<file path="src/rtl/pipelined_shifter.sv">
// ============================================================================
//  Module      : pipelined_shifter
//  Description : Log-depth barrel shifter (SLL/SRL/SRA/ROR), one register per
//                shift-amount bit, valid/ready flow control with bubble collapse.
//                Define PIPELINED_SHIFTER_ROTATE_EN to enable ROR on mode 11.
//  Revision    : 1.0  initial release
// ============================================================================
`default_nettype none

module pipelined_shifter #(
  parameter int WIDTH = 32,
  parameter int TAG_W = 5
) (
  input  logic                       clock,
  input  logic                       reset,
  input  logic                       in_valid,
  output logic                       in_ready,
  input  logic [WIDTH-1:0]           in_data,
  input  logic [$clog2(WIDTH)-1:0]   in_shamt,
  input  logic [1:0]                 in_mode,
  input  logic [TAG_W-1:0]           in_tag,
  output logic                       out_valid,
  input  logic                       out_ready,
  output logic [WIDTH-1:0]           out_data,
  output logic [TAG_W-1:0]           out_tag,
  output logic                       out_zero
);

  localparam int SHAMT_W = $clog2(WIDTH);
  localparam int LAST    = SHAMT_W - 1;

  localparam logic [1:0] MODE_SLL = 2'b00;
  localparam logic [1:0] MODE_SRA = 2'b10;
`ifdef PIPELINED_SHIFTER_ROTATE_EN
  localparam logic [1:0] MODE_ROR = 2'b11;
`endif

  logic [SHAMT_W-1:0] valid_q, valid_d;
  logic [WIDTH-1:0]   data_q  [SHAMT_W];
  logic [WIDTH-1:0]   data_d  [SHAMT_W];
  logic [SHAMT_W-1:0] shamt_q [SHAMT_W];
  logic [SHAMT_W-1:0] shamt_d [SHAMT_W];
  logic [1:0]         mode_q  [SHAMT_W];
  logic [1:0]         mode_d  [SHAMT_W];
  logic [TAG_W-1:0]   tag_q   [SHAMT_W];
  logic [TAG_W-1:0]   tag_d   [SHAMT_W];

  logic [SHAMT_W-1:0] stage_ready;

  logic [SHAMT_W-1:0] prev_valid;
  logic [WIDTH-1:0]   prev_data  [SHAMT_W];
  logic [SHAMT_W-1:0] prev_shamt [SHAMT_W];
  logic [1:0]         prev_mode  [SHAMT_W];
  logic [TAG_W-1:0]   prev_tag   [SHAMT_W];

  // Fixed-distance shift of 2^k; SRA keeps the MSB, which is the original sign.
  function automatic logic [WIDTH-1:0] shift_stage(input logic [WIDTH-1:0] din,
                                                   input logic [1:0] mode,
                                                   input int k);
    logic [WIDTH-1:0] r;
    int amt;
    amt = 1 << k;
    case (mode)
      MODE_SLL: r = din << amt;
      MODE_SRA: r = $signed(din) >>> amt;
`ifdef PIPELINED_SHIFTER_ROTATE_EN
      MODE_ROR: r = (din >> amt) | (din << (WIDTH - amt));
`endif
      default:  r = din >> amt;
    endcase
    return r;
  endfunction

  // A stage may load if it or any stage downstream of it has a hole, or the
  // consumer drains the last stage this cycle.
  always_comb begin
    logic all_full;
    all_full    = 1'b1;
    stage_ready = '0;
    for (int k = LAST; k >= 0; k--) begin
      all_full       = all_full & valid_q[k];
      stage_ready[k] = out_ready | ~all_full;
    end
  end

  always_comb begin
    prev_valid[0] = in_valid;
    prev_data[0]  = in_data;
    prev_shamt[0] = in_shamt;
    prev_mode[0]  = in_mode;
    prev_tag[0]   = in_tag;
    for (int k = 1; k < SHAMT_W; k++) begin
      prev_valid[k] = valid_q[k-1];
      prev_data[k]  = data_q[k-1];
      prev_shamt[k] = shamt_q[k-1];
      prev_mode[k]  = mode_q[k-1];
      prev_tag[k]   = tag_q[k-1];
    end
  end

  always_comb begin
    valid_d = valid_q;
    data_d  = data_q;
    shamt_d = shamt_q;
    mode_d  = mode_q;
    tag_d   = tag_q;
    for (int k = 0; k < SHAMT_W; k++) begin
      if (stage_ready[k]) begin
        valid_d[k] = prev_valid[k];
        data_d[k]  = prev_shamt[k][k] ? shift_stage(prev_data[k], prev_mode[k], k)
                                      : prev_data[k];
        shamt_d[k] = prev_shamt[k];
        mode_d[k]  = prev_mode[k];
        tag_d[k]   = prev_tag[k];
      end
    end
  end

  always_ff @(posedge clock or posedge reset) begin
    if (reset) begin
      valid_q <= '0;
      for (int k = 0; k < SHAMT_W; k++) begin
        data_q[k]  <= '0;
        shamt_q[k] <= '0;
        mode_q[k]  <= '0;
        tag_q[k]   <= '0;
      end
    end else begin
      valid_q <= valid_d;
      data_q  <= data_d;
      shamt_q <= shamt_d;
      mode_q  <= mode_d;
      tag_q   <= tag_d;
    end
  end

  assign in_ready  = stage_ready[0];
  assign out_valid = valid_q[LAST];
  assign out_data  = data_q[LAST];
  assign out_tag   = tag_q[LAST];
  assign out_zero  = ~|out_data;

endmodule

`default_nettype wire

</file>
<file path="config.mk">
export PLATFORM = sky130hd
export DESIGN_NAME = pipelined_shifter
export DESIGN_NICKNAME = d
export VERILOG_FILES = /design/src/rtl/pipelined_shifter.sv
export SDC_FILE = /design/constraint.sdc
export NUM_CORES = 1
export LEC_CHECK = 0
export BUFFER_PORTS_ARGS = -buffer_cell sky130_fd_sc_hd__buf_2
export CORE_MARGIN = 5
export CORE_UTILIZATION = 31
export CTS_CLUSTER_DIAMETER = 80
export DETAILED_ROUTE_END_ITERATION = 6
export GPL_TIMING_DRIVEN = 0
export PLACE_DENSITY = 0.56
export SKIP_LAST_GASP = 1
export SLEW_MARGIN = 25
export SYNTH_ARGS = -nofsm -noshare
export SYNTH_HDL_FRONTEND = slang
export SYNTH_SLANG_ARGS = --single-unit
</file>
<file path="constraint.sdc">
create_clock -name clock -period 6.4 [get_ports clock]
set_input_delay 0.96 -clock clock [delete_from_list [all_inputs] [get_ports clock]]
set_output_delay 0.96 -clock clock [all_outputs]
set_load 0.005 [all_outputs]
</file>
==> metrics.csv <==
metric;value;unit
run status;complete, no violations;
wire length per cell;18.43;um
vias;9508;
final setup TNS;0;ns
Mapped Avg Cell Area;9.195;um^2
share of the synthesized area in the top cell type;0.4532;
clock buffer depth;3;
post_cts resized;0;
post-synthesis async set-or-reset flop share;1.000;
fin cells;1848;
Lkg Pwr;6.093;nW
most common cell after layout, fill and taps aside;dfrtp_1;
critical path, cell by cell;buf_2 -> and4b_1 -> buf_4 -> nand3_4 -> buf_6 -> buf_6 -> buf_2;
drt first pass iters;5;
io pins;88;
routed vias/inst;5.145;
clk sink count;208;
synthesis-stage register bit count;208;
Initial DRC Count;603;
CP Data Required Time;5.44;ns
largest cells by area after synthesis;dfrtp_1 (45%), o21ai_0 (7.1%), o211a_1 (4.5%);
fillers;3782;
core area;0.03661;mm^2
f_max;0.3059;GHz
Max Slew Vio Count;0;
Arrival @ worst endpoint;2.31;ns
sequential element share of the synthesized area;0.4532;
CTS buffer count;24;
Top FF cell, synth;dfrtp_1;
CP startpoint kind;input port;
PortBufs;84;
Final ANT Viol Nets;0;
clk_skew;0.02210;ns
pwr dens;383.4;mW/mm^2
Syn Std Cell Area;0.01148;mm^2
max incr delay on CP;0.27;ns
Post-synth EDFFs;0;
hpwl dp;27.00;mm
Hold Crit Depth;2;
post-synth top area cell;dfrtp_1;
Site Rows;70;
vias in the first global route;9825;
layout cells sized above 1;0.1812;
fin crit share;0.5108;
worst min-delay path class;reg2reg;
gpl congestion;0.9229;
Die Footprint;0.04100;mm^2
WHS;0.4579;ns
Tmin final;3.269;ns
largest net degree at the start of global routing;34;
GRT Total Usage;0.1628;
CTS tree;done;
max_slew headroom;0.5136;
Final setup violation count;0;
CTS HTree Levels;1;
die height;202.5;um
cells after synthesis;1249;
critical path class;in2out;
syn nets;1297;
Pwr Total;5.144;mW
n_diodes;0;
Placed Cells;1808;
Hold Fails Final Rpt;0;
Worst Max-Slew Pin Slew;0.7258;ns
clock-pin slew on the worst setup and hold paths;0.06;ns
R2R cell count;4;
Hold Buf Count CTS;0;
crit end category;output pin;
crit path max fanout;10;
Critical-path top delay cell;and4b_1;
root buffer cell;clkbuf_16;
most frequent cells in the layout;dfrtp_1 (208), o21ai_0 (162), clkbuf_1 (101);
Initial Util;0.3137;
max-cap viol count;0;
yosys warns;0;
Post-CTS Setup Bufs;0;
initial antenna violation count;0;
# DRC;0;
Max VDD drop;0.0001762;V
GR Overflow Total;0;
RSZ-0062 raised after global routing;false;
Die W;202.5;um
WL final;34.06;mm
clk_lat worst skew;0.53;ns
Layout area overhead;16.84;%
first-pass GRT wire length;54.75;mm
final net count;1414;
Synth cell types;43;
-- layer usage --
layer,track usage,vias to the layer above,routed length [um]
li1,-,4721,-
met4,0.05771,0,1226
met1,0.2173,4501,15770
met3,0.02108,72,1201
met2,0.2733,214,15860
met5,0,-,0
-- worst max-delay path: cells and delay by family --
family / cells / cell delay (ns)
buffers and inverters: 5 / 0.86
and+or+nand+nor: 2 / 0.47
-- kinds of logic (layout without fill, tap and decap cells) --
family,count (synthesis),after routing,synth area share
flops,208,208,0.4532
mux,35,35,0.03617
buf+inv,260,391,0.1019
compound gates,464,464,0.2883
simple gates,282,282,0.1205
-- per-stage QoR --
step                      utilization  instance area (um^2)  setup WS [ns]
after floorplan                     -                 11490          2.740
after global placement         0.3413                 12490          1.428
after detailed placement       0.3455                 12650          3.109
after CTS                      0.3665                 13420          3.098
after global routing           0.3665                 13420          3.055
final                          0.3665                 13420          3.131
-- cells in the mapped netlist (2+ instances only) --
| cell | instances |
|---|---|
| dfrtp_1 | 208 |
| o21ai_0 | 162 |
| inv_1 | 100 |
| clkbuf_1 | 97 |
| nand2_1 | 92 |
| nor2_1 | 69 |
| o22ai_1 | 60 |
| o211a_1 | 52 |
| buf_4 | 33 |
| nand3_1 | 30 |
| mux2_2 | 28 |
| nor2b_1 | 28 |
| o311a_1 | 28 |
| o31ai_1 | 28 |
| o22ai_2 | 25 |
| a211oi_1 | 24 |
| nor3b_1 | 24 |
| a31oi_1 | 21 |
| o211ai_1 | 17 |
| a22o_1 | 16 |
| buf_2 | 14 |
| a21oi_1 | 13 |
| buf_1 | 9 |
| a311oi_1 | 8 |
| nor4_1 | 8 |
| a221oi_1 | 7 |
| buf_6 | 7 |
| mux2_4 | 6 |
| nand2b_1 | 6 |
| or2_2 | 6 |
| and2_1 | 5 |
| nand3b_1 | 5 |
| nand4_1 | 2 |
| or3b_2 | 2 |
-- flip-flops by register name, indices dropped and copies added (netlist names) --
name / cells
data_q: 128
out_data: 32
prev_tag: 20
prev_shamt: 10
mode_q: 8
out_tag: 5
valid_q: 5
-- worst paths after layout --
| path | startpoint | to | slack, ns |
|---|---|---|---|
| setup / recovery | out_ready | in_ready | 3.13 |
| hold / removal | prev_tag[3] | prev_tag[3] | 0.46 |
| setup reg to reg | valid_q[4] | data_q[69] | 4.33 |
| hold reg to reg | prev_tag[3] | prev_tag[3] | 0.46 |
| max in group asynchronous | reset | valid_q[0] | 4.89 |
| min in group asynchronous | reset | out_data[6] | 0.52 |
-- power by group --
group	switching, mW	total [mW]	internal, mW	leakage [nW]
combinational	0.922	1.67	0.753	3.25
clock	0.533	1.34	0.812	0.380
sequential	0.398	2.12	1.73	2.46
-- area by class of cell --
class,count,area (um^2),area share
Multi-Input combinational cell,781,5110,0.3808
Tap cell,468,585.6,0.04364
Clock inverter,9,101.3,0.007552
Clock buffer,31,668.1,0.04979
Timing Repair Buffer,91,575.6,0.04289
Buffer,160,794.5,0.05921
Inverter,100,379.1,0.02825
Sequential cell,208,5205,0.3879
(Power assumes the default switching activity.)
